`src/rtl/remote_press_conditioner.sv`:
```
// Remote button front end: sync, debounce, single-press capture, hold, lockout until re-armed.
// Define REMOTE_DEBOUNCE_EN to build the per-line debounce counters; otherwise stb follows the synchroniser.
//
// state    | meaning
// IDLE     | waiting for exactly one clean press
// CAPTURE  | presenting the captured code for HOLD_CYCLES cycles
// LOCKED   | presses ignored until arm (or a pending arm)
// WAIT_REL | re-armed, waiting for every button to be released
module remote_press_conditioner #(
  parameter int DEB_CYCLES  = 16,
  parameter int HOLD_CYCLES = 4
) (
  input  logic       clk,
  input  logic       rst,
  input  logic [7:0] rm_raw,
  input  logic       arm,
  output logic [7:0] rm_bcd,
  output logic       rm_valid,
  output logic       locked,
  output logic       multi_err
);

  typedef enum logic [1:0] {IDLE, CAPTURE, LOCKED, WAIT_REL} state_t;

  localparam logic [7:0] HOLD_LOAD = 8'(HOLD_CYCLES - 1);

  state_t     state, state_nxt;
  logic [7:0] sync1, sync2;
  logic [7:0] stb, stb_prev;
  logic [7:0] press;
  logic       single, multi;
  logic [7:0] hold_cnt, hold_nxt;
  logic [7:0] code_nxt;
  logic       arm_pend, pend_nxt;
  logic       multi_nxt;

  always_ff @(posedge clk) begin
    if (rst) begin
      sync1 <= '1;
      sync2 <= '1;
    end else begin
      sync1 <= rm_raw;
      sync2 <= sync1;
    end
  end

`ifdef REMOTE_DEBOUNCE_EN
  localparam int CW = $clog2(DEB_CYCLES + 1);

  logic [CW-1:0] deb_cnt [8];

  // A line's debounced value flips on the DEB_CYCLES-th consecutive disagreeing cycle.
  always_ff @(posedge clk) begin
    if (rst) begin
      stb <= '1;
      for (int i = 0; i < 8; i++) deb_cnt[i] <= '0;
    end else begin
      for (int i = 0; i < 8; i++) begin
        if (sync2[i] != stb[i]) begin
          if (deb_cnt[i] == CW'(DEB_CYCLES - 1)) begin
            stb[i]     <= ~stb[i];
            deb_cnt[i] <= '0;
          end else begin
            deb_cnt[i] <= deb_cnt[i] + CW'(1);
          end
        end else begin
          deb_cnt[i] <= '0;
        end
      end
    end
  end
`else
  logic unused_deb;
  assign unused_deb = (DEB_CYCLES > 0);
  assign stb = sync2;
`endif

  always_ff @(posedge clk) begin
    if (rst) stb_prev <= '1;
    else     stb_prev <= stb;
  end

  assign press  = stb_prev & ~stb;
  assign single = (press != 8'h00) && ((press & (press - 8'd1)) == 8'h00);
  assign multi  = (press != 8'h00) && !single;

  always_comb begin
    state_nxt = state;
    code_nxt  = rm_bcd;
    hold_nxt  = hold_cnt;
    pend_nxt  = arm_pend;
    multi_nxt = 1'b0;
    case (state)
      IDLE: begin
        code_nxt = 8'hFF;
        if (single) begin
          state_nxt = CAPTURE;
          code_nxt  = ~press;
          hold_nxt  = HOLD_LOAD;
        end else if (multi) begin
          multi_nxt = 1'b1;
        end
      end
      CAPTURE: begin
        // The checker's score feedback arrives while we are still presenting.
        if (arm) pend_nxt = 1'b1;
        if (hold_cnt == 8'd0) begin
          state_nxt = LOCKED;
          code_nxt  = 8'hFF;
        end else begin
          hold_nxt = hold_cnt - 8'd1;
        end
      end
      LOCKED: begin
        code_nxt = 8'hFF;
        if (arm || arm_pend) state_nxt = WAIT_REL;
      end
      WAIT_REL: begin
        code_nxt = 8'hFF;
        if (stb == 8'hFF) begin
          state_nxt = IDLE;
          pend_nxt  = 1'b0;
        end
      end
      default: begin
        state_nxt = IDLE;
        code_nxt  = 8'hFF;
      end
    endcase
  end

  always_ff @(posedge clk) begin
    if (rst) begin
      state     <= IDLE;
      hold_cnt  <= '0;
      arm_pend  <= 1'b0;
      rm_bcd    <= 8'hFF;
      rm_valid  <= 1'b0;
      locked    <= 1'b0;
      multi_err <= 1'b0;
    end else begin
      state     <= state_nxt;
      hold_cnt  <= hold_nxt;
      arm_pend  <= pend_nxt;
      rm_bcd    <= code_nxt;
      rm_valid  <= (state_nxt == CAPTURE);
      locked    <= (state_nxt == LOCKED) || (state_nxt == WAIT_REL);
      multi_err <= multi_nxt;
    end
  end

endmodule
```
`config.mk`:
```
export PLATFORM = sky130hd
export DESIGN_NAME = remote_press_conditioner
export DESIGN_NICKNAME = d
export VERILOG_FILES = /design/src/rtl/remote_press_conditioner.sv
export SDC_FILE = /design/constraint.sdc
export NUM_CORES = 1
export LEC_CHECK = 0
export ABC_AREA = 1
export BUFFER_PORTS_ARGS = -buffer_cell sky130_fd_sc_hd__buf_2
export CORE_ASPECT_RATIO = 1.2
export CORE_MARGIN = 5
export CORE_UTILIZATION = 40
export CTS_CLUSTER_DIAMETER = 50
export DETAILED_ROUTE_END_ITERATION = 6
export PLACE_DENSITY = 0.63
export SYNTH_ARGS = -nofsm -noshare
export SYNTH_HDL_FRONTEND = slang
export SYNTH_SLANG_ARGS = --single-unit
export TNS_END_PERCENT = 10
```
`constraint.sdc`:
```
create_clock -name clk -period 4.1 [get_ports clk]
set_clock_uncertainty 0.05 [all_clocks]
set_input_delay 0.41 -clock clk [delete_from_list [all_inputs] [get_ports clk]]
set_output_delay 0.41 -clock clk [all_outputs]
set_load 0.01 [all_outputs]
```
## After elaboration in Yosys (flattened, before gate mapping)

Index checks and enable logic that the tools add are counted.

- $mul: 0
- Reduce and logical (&&, ||, !) cells: 15
- Order comparisons: 0
- Shifts and indexed selects: 0
- Divide/modulo/power cells: 0
- Bitwise gates (word level): 5
- Multiplexer cells: 15
- Equal/unequal tests: 12
- Add/subtract/negate cells: 2

Operators with widths:

| kind | count |
|---|---|
| 2-to-1 mux 8 bit | 4 |
| case mux 8 bit (3 select lines) | 1 |
| AND 8 bit | 2 |
| zero test 8 bit | 2 |
| inverter 8 bit | 2 |
| case mux 8 bit (2 select lines) | 1 |
| subtractor 8 x 1 -> 8 bit, second input constant | 2 |
| inequality test 2 bit, second input constant | 5 |
| equality test 2 bit, second input constant | 4 |
| equality test 8 bit, second input constant | 1 |
| 2-to-1 mux 2 bit | 4 |
| case mux 2 bit (4 select lines) | 1 |
| nonzero test 8 bit | 1 |
| AND reduction 3 bit | 2 |
| equality test 2 x 1 -> 1 bit, second input constant | 2 |
| nonzero test 2 bit | 2 |
| 2-to-1 mux 1 bit | 3 |
| OR reduction 3 bit | 1 |
| logical AND 1 bit | 2 |
| zero test 2 bit | 1 |
| logical OR 1 bit | 2 |
| case mux 1 bit (2 select lines) | 1 |
| OR reduction 2 bit | 1 |
| zero test 1 bit | 1 |
| inverter 1 bit | 1 |

- Logic and storage cells: 59
- Bits of input ports: 11
- Memory bits (read-only): 0
- Bits in registers: 46
- Output and inout port bits: 11
- Latch bits: 0
- Memories: 0
- Bits in writable memories: 0

## Depth between registers and ports, before layout

Gate-level depths: netlist of the first run.

- Depth after elaboration: 10
- Mapped depth: 13
- Depth with buffers taken out: 13

## Least setup slack after synthesis of the first run

OpenSTA, ideal clock, no wires.

- Path kind: reg2reg
- From: register sync2[0] (netlist: stb[0])
- To: register rm_bcd[0]
- Period minus slack after synthesis: 1.423 ns
- Library setup time: 0.117 ns
- Cell stages (with the launch flop): 14
- Data required time: 3.933 ns
- Path buffers: 0
- Setup slack: 2.677 ns
- Data arrival time: 1.256 ns
- Cells stage by stage: dfxtp_1 > inv_1 > nand2_2 > nand2_1 > nor2_1 > nand2_1 > nand2_1 > nand2_2 > nor2_4 > nand2_4 > nand2_8 > nand2_4 > inv_8 > nand3_2

- Cells in the longest elaborated chain, start to end: 8
- Elaborated cells on any way between the ends: 10
- Those cells by class: add/sub (1); mux (2); bitwise (4); reduce/logical (3)

RTL lines:

| element | RTL line | RTL |
|---|---|---|
| start, declared | 28 | `logic [7:0] sync1, sync2;` |
| start signal, assigned | 43 | `sync2 <= sync1;` |
| inverter 8 bit (*) | 83 | `assign press = stb_prev & ~stb;` |
| AND 8 bit (*) | 83 |  |
| subtractor 8 x 1 -> 8 bit | 84 | `assign single = (press != 8'h00) && ((press & (press - 8'd1)) == 8'h00);` |
| AND 8 bit | 84 |  |
| zero test 8 bit | 84 |  |
| logical AND 1 bit | 84 |  |
| 2-to-1 mux 8 bit (*) | 96 | `if (single) begin` |
| case mux 8 bit (3 select lines) (*) | 93 | `case (state)` |
| end signal, assigned | 145 | `rm_bcd <= code_nxt;` |
| end, declared | 17 | `output logic [7:0] rm_bcd,` |

Every way passes the cells marked *; elsewhere a longest branch is shown, timed or not.
A chain may end at the register's enable or synchronous reset.

## Worst setup path after layout of the first run

- From: register sync2[2] (netlist: stb[2])
- To: register rm_bcd[7]

- Cells in the longest elaborated chain, start to end: 8
- Elaborated cells on any way between the ends: 9
- Those cells by class: add/sub (1); mux (2); bitwise (3); reduce/logical (3)

RTL lines:

| element | RTL line |
|---|---|
| inverter 8 bit (*) | 83 |
| AND 8 bit (*) | 83 |
| subtractor 8 x 1 -> 8 bit | 84 |
| AND 8 bit | 84 |
| zero test 8 bit | 84 |
| logical AND 1 bit (*) | 84 |
| 2-to-1 mux 8 bit (*) | 96 |
| case mux 8 bit (3 select lines) (*) | 93 |

Marks and branches as above.

==> results.toml, run 1 <==
[status]
outcome = "complete, no violations"

[critical_path]
path_max_fanout = 9
slowest_stage = "dfxtp_1"
slowest_delay_ns = 0.31
crit_arrival_ns = 1.78
cp_cell_sequence = "inv_1, nand2_1, inv_1, nor2_1, nand2_1, nand2_1, nand2_2, nor2_4, nand2_4, nand2_8, nand2_4, inv_8, nand3_2"
startpoint_type = "register"
endpoint_kind = "register"
crit_required_ns = 4.24
worstSetupPathType = "register to register"
crit_top_cell = "nand2_1"

[routing]
drc = 0
via_per_inst = 4.42
num_vias = 1365
ant_nets = 0
routed_wl_um = 3030
dr.pass1.iters = 4
wire_per_inst_um = 9.82
dr.first_iter.drc_count = 69

[synth]
syn_area_um2 = 1870
synth_adder_area_share = 0.0134
synth-compound-area-share = 0.0469
ys_seq_elements = 45
syn_avg_cell_area_um2 = 8.25
syn_nets = 239
synthMuxAreaShare = 0
synth_xor_area_frac = 0.0235
ys_warn_count = 0
ys_types = 29
synth_top_family_by_area = "simple AND/OR/NAND/NOR gates"
synthCells = 226
yosys.area_share.simple = 0.361
yosysSeqAreaShare = 0.483

[timing]
finalSetupViolCount = 0
tightest_slew_ns = 0.391
fmax_ghz = 0.608
final.setup.tns_ns = 0
finalCritPeriodShare = 0.401
finalHoldViolCount = 0
rsz0062_at_grt = "no"
holdWs_ns = 0.245
relSlewSlack = 0.737
final_max_slew_viol_count = 0
fin_crit_ns = 1.65
setup_ws_ns = 2.45

[placed_design]
dpl_worst_slack_ns = 2.46
dpl.hpwl_um = 2300
place.gp.congestion = 0.739
place_area_um2 = 2020
portBuffers = 21

[clock_tree]
post_cts_resized = 0
postCtsSetupRepairBufs = 0
clk_latency_ns = 0.30
path_clk_slew_ns = 0.08
cts_tree = "done"
cts_hold_buf = 0
cts.path.max_buffers = 2
cts_root_buf = "clkbuf_8"
clock-sinks = 45
cts_buffers = 5
htreeDepth = 2

[layout]
fin_area_um2 = 2100
drive_above_1_share = 0.283
fillers = 477
multi_input_area_um2 = 830
areaGrowthSynthToFinish_pct = 12.8
fin_nets = 263
seq_area_um2 = 901
num_antenna_cells = 0

[global_routing]
grt_pass1_vias = 1289
antenna_found_initial = 0
overflow = 0
grtUsageTotal = 0.111
grt_pass1_wl_um = 5430
grt_start_max_net_pins = 26

[die]
die_x_um = 72.3
dieArea_um2 = 6140
row_count = 27
design.core.area_um2 = 4560
start_util = 0.409
die_h_um = 84.8
top_level_ports = 22

[flow_run]
cap_viol_max_count = 0

[power_and_ir_drop]
p_leak_uw = 0.00101
switchingPower_uw = 502
seq_power_share = 0.414
p_int_uw = 804
power_frac_clock = 0.204
power.density_nw_per_um2 = 621
sw_frac_of_total = 0.384
combPwrFrac = 0.382
ir_drop_mv = 0.251

[min_path]
min_path_type = "input port to register"
==> cell usage after synthesis <==
cell type / n / area, um2
nand2_1: 53 / 199
dfxtp_1: 45 / 901
inv_1: 24 / 90.1
nor2_1: 20 / 75.1
or2_2: 17 / 106
nand3_1: 11 / 55.1
a21oi_1: 8 / 40.0
nand3_2: 8 / 80.1
nand2_2: 6 / 37.5
clkbuf_1: 3 / 11.3
nand2_4: 3 / 33.8
nand4_1: 3 / 18.8
o21ai_0: 3 / 15.0
xor2_1: 3 / 26.3
ha_1: 2 / 25.0
inv_2: 2 / 7.51
nor2_2: 2 / 12.5
xnor2_1: 2 / 17.5
a21oi_2: 1 / 8.76
buf_8: 1 / 15.0
inv_8: 1 / 11.3
nand2_8: 1 / 20.0
nand4_2: 1 / 12.5
nor2_4: 1 / 11.3
nor3_1: 1 / 5.00
nor4_1: 1 / 6.26
o21a_1: 1 / 7.51
o21bai_1: 1 / 7.51
o311ai_0: 1 / 8.76
==> power by group through the flow <==
stage	sequential, uW	clock, uW	combinational (uW)
after CTS	542	277	509
after global routing	550	300	572
after floorplan	558	0	408
after global placement	551	0	503
final	541	266	499
after detailed placement	552	0	506
==> cell type report <==
class | count | share of cell area
sequential | 45 | 0.428
timing repair buffer | 21 | 0.0499
multi-input combinational | 150 | 0.394
tap | 58 | 0.0345
inverter | 27 | 0.0517
clock buffer | 6 | 0.0345
clock inverter | 2 | 0.00713
==> worst paths after layout <==
kind / slack [ns] / cells after the start / from / to
hold / removal: 0.25 / 2 / rm_raw[4] / sync1[4]
hold reg to reg: 0.36 / 1 / sync1[5] / stb[5]
setup / recovery: 2.45 / 13 / stb[2] / rm_bcd[7]
setup reg to reg: 2.45 / 13 / stb[2] / rm_bcd[7]
==> logic make-up (layout without fill, tap and decap cells) <==
kind of cell,count (synthesis),in the layout
compound gates,15,15
xor+xnor,5,5
fa+ha+maj,2,2
buf+inv,31,56
flops,45,45
simple gates,128,128
==> flip-flops by register name, summed over array words and instances (netlist names) <==
signal / count
hold_cnt: 8
rm_bcd: 8
stb: 8
stb_prev: 8
sync1: 8
arm_pend: 1
locked: 1
multi_err: 1
rm_valid: 1
state: 1
==> metal layers <==
layer | part of all wire | vias up | GRT usage
li1 | - | 748 | -
met1 | 0.47 | 586 | 0.133
met2 | 0.46 | 25 | 0.181
met3 | 0.057 | 6 | 0.0391
met4 | 0.018 | 0 | 0.0410
met5 | 0 | - | 0
==> worst max-delay path: cells and delay by family (launching register included) <==
kind                   cells  cell delay [ns]
and+or+nand+nor           10             0.96
DFF                        1             0.31
buffers and inverters      3             0.23
==> placed cells by master, fill, tap and decap left out, types with 3 or more instances in the layout <==
cell       n
buf_2     21
or2_2     17
xor2_1     3
nand2_2    6
nand3_1   11
clkbuf_8   5
nand2_1   53
nand2_4    3
a21oi_1    8
o21ai_0    3
inv_1     24
nor2_1    20
nand3_2    8
dfxtp_1   45
nand4_1    3
==> through the flow <==
stage | instances | util | total power (uW)
floorplan | 226 | - | 966
global placement | 301 | 0.442 | 1050
detailed placement | 301 | 0.442 | 1060
CTS | 309 | 0.461 | 1330
global route | 309 | 0.461 | 1420
finish | 309 | 0.461 | 1310
Power figures use the tool's default switching activity.
==> inputs of run 2 (changes only) <==
--- a/config.mk
+++ b/config.mk
@@ -5,14 +5,14 @@
 export SDC_FILE = /design/constraint.sdc
 export NUM_CORES = 1
 export LEC_CHECK = 0
-export ABC_AREA = 1
+export ABC_AREA = 0
 export BUFFER_PORTS_ARGS = -buffer_cell sky130_fd_sc_hd__buf_2
 export CORE_ASPECT_RATIO = 1.2
 export CORE_MARGIN = 5
 export CORE_UTILIZATION = 40
 export CTS_CLUSTER_DIAMETER = 50
 export DETAILED_ROUTE_END_ITERATION = 6
-export PLACE_DENSITY = 0.63
+export PLACE_DENSITY = 0.64
 export SYNTH_ARGS = -nofsm -noshare
 export SYNTH_HDL_FRONTEND = slang
 export SYNTH_SLANG_ARGS = --single-unit
==> constraint.sdc (replaced) <==
create_clock -name clk -period 1.66 [get_ports clk]
set_clock_uncertainty 0.05 [all_clocks]
set_input_delay 0.166 -clock clk [delete_from_list [all_inputs] [get_ports clk]]
set_output_delay 0.166 -clock clk [all_outputs]
set_load 0.01 [all_outputs]
==> run 2 against run 1 <==
The flow now finishes with violations (negative setup slack). Count of clock-buffer cells in the layout decreased by 1. Via count is 3.7% lower. Critical path depth is 6 lower. Sequential share of layout area shrank 3.0 points. Utilization is 8.0 points higher. Die area fell by 7.7%. Sequential power increased by 140%. Sequential cell count is the same. Synthesized cell count decreased by 28%.
==> results.toml, run 2 <==
[power_and_ir_drop]
power.density_nw_per_um2 = 1340
finalPower_uw = 3040
p_leak_uw = 0.000886
ir_drop_mv = 0.708

[layout]
areaGrowthSynthToFinish_pct = 33.5
fillers = 369
final_common_cell = "dfxtp_1"
mostFrequentLayoutCells = "dfxtp_1 (43), buf_4 (25), or2_2 (24), buf_2 (21)"
fin_nets = 231
multi_input_area_um2 = 827
drive_above_1_share = 0.521
seq_area_um2 = 903
num_antenna_cells = 0

[timing]
fmax_ghz = 0.583
fin_crit_ns = 1.71
final.setup.tns_ns = -0.509
final_max_slew_viol_count = 0
finalHoldViolCount = 0
tightest_slew_ns = 0.343
finalSetupViolCount = 15
rsz0062_at_grt = "yes"
holdWs_ns = 0.00683
relSlewSlack = 0.768
setup_ws_ns = -0.0549
finalCritPeriodShare = 1.03

[synth]
ys_types = 38
synth_commonest_cells = "dfxtp_1 (45), or2_2 (24), nand2_1 (7), nor2_1 (7), nor3_1 (7)"
synth_flop_cell = "dfxtp_1"
synth_largest_area_cell = "dfxtp_1"
syn_area_um2 = 1700
async_reset_ff_frac = 0
synth.most_common_cell = "dfxtp_1"
synthCells = 163
netlist_top_cells_area = "dfxtp_1 (53%), or2_2 (8.8%), nor3_2 (3.5%)"
yosysSeqAreaShare = 0.529
synth.top_cell.area_share = 0.529
syn_nets = 176
syn_avg_cell_area_um2 = 10.4
synth_edf_count = 0
ys_seq_elements = 45
ys_warn_count = 0

[clock_tree]
cts_buffers = 5
clock-sinks = 45
htreeDepth = 2
path_clk_slew_ns = 0.09
cts_tree = "done"
cts.path.max_buffers = 2
cts_root_buf = "clkbuf_8"
clk_latency_ns = 0.29

[min_path]
min_path_type = "input port to register"

[global_routing]
grt_pass1_vias = 1336
grtUsageTotal = 0.130
grt_start_max_net_pins = 22
overflow = 0
antenna_found_initial = 0
grt_pass1_wl_um = 5800

[routing]
drc = 0
ant_nets = 0
routed_wl_um = 3440
via_per_inst = 4.78
wire_per_inst_um = 12.5
dr.first_iter.drc_count = 25
dr.pass1.iters = 4
num_vias = 1315

[die]
start_util = 0.405
row_count = 26
dieArea_um2 = 5660
top_level_ports = 22
design.core.area_um2 = 4200
die_x_um = 69.5
die_h_um = 81.5

[status]
outcome = "complete, but fails checks"
violations = "negative setup slack"

[flow_run]
cap_viol_max_count = 0

[critical_path]
crit_family = "compound AO/OA/AOI/OAI gates"
cp_num_buf_inv = 1
cp_cell_sequence = "and2b_2, buf_6, a22oi_2, o211ai_1, a21oi_2, nand3_2, o32a_1"
slowest_delay_ns = 0.33
slowest_stage = "dfxtp_2"
worstSetupPathType = "register to register"
crit_required_ns = 1.80
crit_arrival_ns = 1.85
path_max_fanout = 5
startpoint_type = "register"
endpoint_kind = "register"

[placed_design]
portBuffers = 21
dpl_worst_slack_ns = -0.0796
dpl.hpwl_um = 2410
place.gp.congestion = 0.717
[run 2: cell types whose count changed in the layout (fill, tap and decap cells not counted), sizes merged, moves of 12 or more]
cell,previous run,this run
nand3,19,1
nand2,63,7
inv,27,3
buf,21,47
nor2,23,8
nor3,1,13
[run 2: cell families (layout without fill, tap and decap cells)]
logic type / count (synthesis) / count (layout) / synth area share
compound gates: 25 / 25 / 0.114
simple gates: 77 / 78 / 0.290
fa+ha+maj: 2 / 2 / 0.0147
xor+xnor: 4 / 4 / 0.0206
buf+inv: 10 / 65 / 0.0309
flops: 45 / 45 / 0.529
[run 2: metrics by stage]
step / cell area [um2] / std cells / util
after floorplan: 1710 / 163 / -
after global placement: 2020 / 256 / 0.482
after detailed placement: 2020 / 256 / 0.482
after CTS: 2200 / 272 / 0.524
after global routing: 2270 / 275 / 0.541
final: 2270 / 275 / 0.541
[run 2: layer usage]
metal  global-route usage  vias to the layer above  part of all wire
met3               0.0355                        7             0.031
met5                    0                        -                 0
met1                0.130                      612              0.41
met2                0.250                       22              0.54
li1                     -                      674                 -
met4               0.0586                        0             0.018
[run 2: path summary, 6_finish.rpt]
| check | slack [ns] | cells past startpoint | start | end |
|---|---|---|---|---|
| worst max-delay path | -0.05 | 7 | stb[5] | rm_bcd[7] |
| worst min-delay path | 0.007 | 2 | rm_raw[2] | sync1[2] |
| worst max register to register | -0.05 | 7 | stb[5] | rm_bcd[7] |
| worst min register to register | 0.36 | 1 | sync1[5] | stb[5] |
[run 2: cell type report]
type / instances / area share
flip-flops and latches: 45 / 0.398
multi-input cells: 109 / 0.364
repair buffers: 54 / 0.165
well taps: 56 / 0.0308
clock buffers: 5 / 0.0303
clock inverters: 3 / 0.00771
inverters: 3 / 0.00496
[run 2: report_power, final]
| group | leakage [uW] | switching (uW) | total, uW | internal [uW] |
|---|---|---|---|---|
| clock network | 0.0000439 | 361 | 651 | 291 |
| registers | 0.000369 | 78.9 | 1280 | 1210 |
| logic | 0.000473 | 570 | 1110 | 537 |
[run 2: timing repair]
item / 4_1_cts / 5_1_grt
gates cloned: 1 / 0
setup buffers: 0 / 3
endpoints found under the setup margin: 18 / 18
hold buffers: 7 / 0
endpoints found under the hold margin: 7 / 0
resized for setup: 4 / 14
pin swaps: 2 / 19
==> inputs of run 3 (changes only) <==
--- a/config.mk
+++ b/config.mk
@@ -13,6 +13,7 @@
 export CTS_CLUSTER_DIAMETER = 50
 export DETAILED_ROUTE_END_ITERATION = 6
 export PLACE_DENSITY = 0.64
+export SETUP_SLACK_MARGIN = 0.4
 export SYNTH_ARGS = -nofsm -noshare
 export SYNTH_HDL_FRONTEND = slang
 export SYNTH_SLANG_ARGS = --single-unit
==> run 3 against run 2 <==
The flow still finishes with violations (negative setup slack). Count of clock-buffer cells in the layout unchanged. Maximum frequency rose by 0.57%. Utilization decreased by 0.86 points. Via count down 1.3%. Largest power group unchanged.
==> results.toml, run 3 (synthesis gave the netlist of run 2 again) <==
[critical_path]
slowest_delay_ns = 0.33
slowest_stage = "dfxtp_2"
path_max_fanout = 5
crit_family = "compound AO/OA/AOI/OAI gates"
startpoint_type = "register"
cp_num_buf_inv = 1
crit_arrival_ns = 1.87
crit_top_cell = "a21oi_2"
endpoint_kind = "register"
cp_cell_sequence = "and2b_1, nor3_2, buf_4, o211ai_1, a21oi_2, a21oi_2, a221oi_2"
crit_required_ns = 1.82
worstSetupPathType = "register to register"

[global_routing]
grt_pass1_wl_um = 5860
overflow = 0
grtUsageTotal = 0.128
antenna_found_initial = 0
grt_pass1_vias = 1333
grt_start_max_net_pins = 25

[die]
start_util = 0.405
row_count = 26
die_x_um = 69.5
dieArea_um2 = 5660
die_h_um = 81.5
top_level_ports = 22
design.core.area_um2 = 4200

[clock_tree]
cts_tree = "done"
clock-sinks = 45
cts_root_buf = "clkbuf_8"
path_clk_slew_ns = 0.09
htreeDepth = 2
cts_buffers = 5
clk_latency_ns = 0.29
cts.path.max_buffers = 2

[power_and_ir_drop]
ir_drop_mv = 0.617
p_leak_uw = 0.000861
power.density_nw_per_um2 = 1390

[timing]
finalCritPeriodShare = 1.03
relSlewSlack = 0.802
final_max_slew_viol_count = 0
finalHoldViolCount = 0
setup_ws_ns = -0.0451
finalSetupViolCount = 12
rsz0062_at_grt = "yes"
tightest_slew_ns = 0.293
fmax_ghz = 0.586
fin_crit_ns = 1.71

[layout]
mostFrequentLayoutCells = "dfxtp_1 (43), or2_2 (24), buf_2 (21), buf_4 (21)"
areaGrowthSynthToFinish_pct = 31.4
drive_above_1_share = 0.493
final_cells = 271
fin_nets = 227
final_common_cell = "dfxtp_1"
fin_area_um2 = 2240
num_antenna_cells = 0

[flow_run]
cap_viol_max_count = 0

[placed_design]
place.gp.congestion = 0.736
portBuffers = 21
dp_cells = 251
place_area_um2 = 1990
dpl.hpwl_um = 2480

[routing]
via_per_inst = 4.79
dr.first_iter.drc_count = 40
ant_nets = 0
routed_wl_um = 3320
dr.pass1.iters = 3
drc = 0
wire_per_inst_um = 12.2
num_vias = 1298

[status]
violations = "negative setup slack"
outcome = "complete, but fails checks"

[min_path]
min_path_type = "input port to register"
==> run 3: final cells by class <==
cell class / instances / area (um2)
Timing Repair Buffer: 50 / 343
Fill cell: 375 / 1960
Clock buffer: 5 / 68.8
Inverter: 3 / 11.3
Tap cell: 56 / 70.1
Sequential cell: 45 / 903
Multi-Input combinational cell: 109 / 815
Clock inverter: 3 / 25.0
==> run 3: routing by layer <==
metal / up-vias / routed length (um) / track usage
li1: 668 / - / -
met1: 606 / 1290 / 0.123
met2: 20 / 1860 / 0.260
met3: 4 / 126 / 0.0404
met4: 0 / 34 / 0.0391
met5: - / 0 / 0
==> run 3: path summary, 6_finish.rpt <==
check	endpoint	slack (ns)	startpoint	depth (start not counted)
setup / recovery	hold_cnt[1]	-0.05	stb[5]	7
hold / removal	arm_pend	0.06	arm	3
setup reg to reg	hold_cnt[1]	-0.05	stb[5]	7
hold reg to reg	stb[2]	0.36	sync1[2]	1
==> run 3: power breakdown <==
part           internal (uW)  total, uW  switching (uW)
Sequential              1210       1280            78.2
Combinational            562       1140             575
Clock                    303        677             374
==> run 3: per-stage QoR <==
| step | TNS, ns | util | hold WS (ns) | setup slack, ns | power (uW) |
|---|---|---|---|---|---|
| after floorplan | 0 | - | 0.220 | 0.0244 | 2050 |
| final | -0.177 | 0.533 | 0.0646 | -0.0451 | 3100 |
| after CTS | -0.140 | 0.530 | 0.0531 | -0.0403 | 3120 |
| after global routing | -2.46 | 0.533 | 0.0909 | -0.174 | 3290 |
| after global placement | -0.119 | 0.474 | 0.299 | -0.0405 | 2280 |
| after detailed placement | -0.467 | 0.474 | 0.300 | -0.0873 | 2320 |
==> run 3: worst reg2reg max path, delay by kind of cell (launching register included) <==
| kind | cells | cell delay, ns |
|---|---|---|
| simple gates | 2 | 0.34 |
| flops | 1 | 0.33 |
| buf+inv | 1 | 0.14 |
| compound gates | 4 | 0.76 |
==> run 3: what timing repair did <==
action                                  CTS  global route
buffers inserted                          3             0
cloned                                    1             0
pin swaps                                10            18
hold endpoints to repair                  8             0
hold buffers                              8             0
endpoints found under the setup margin   19            21
gates resized for setup                   9             4
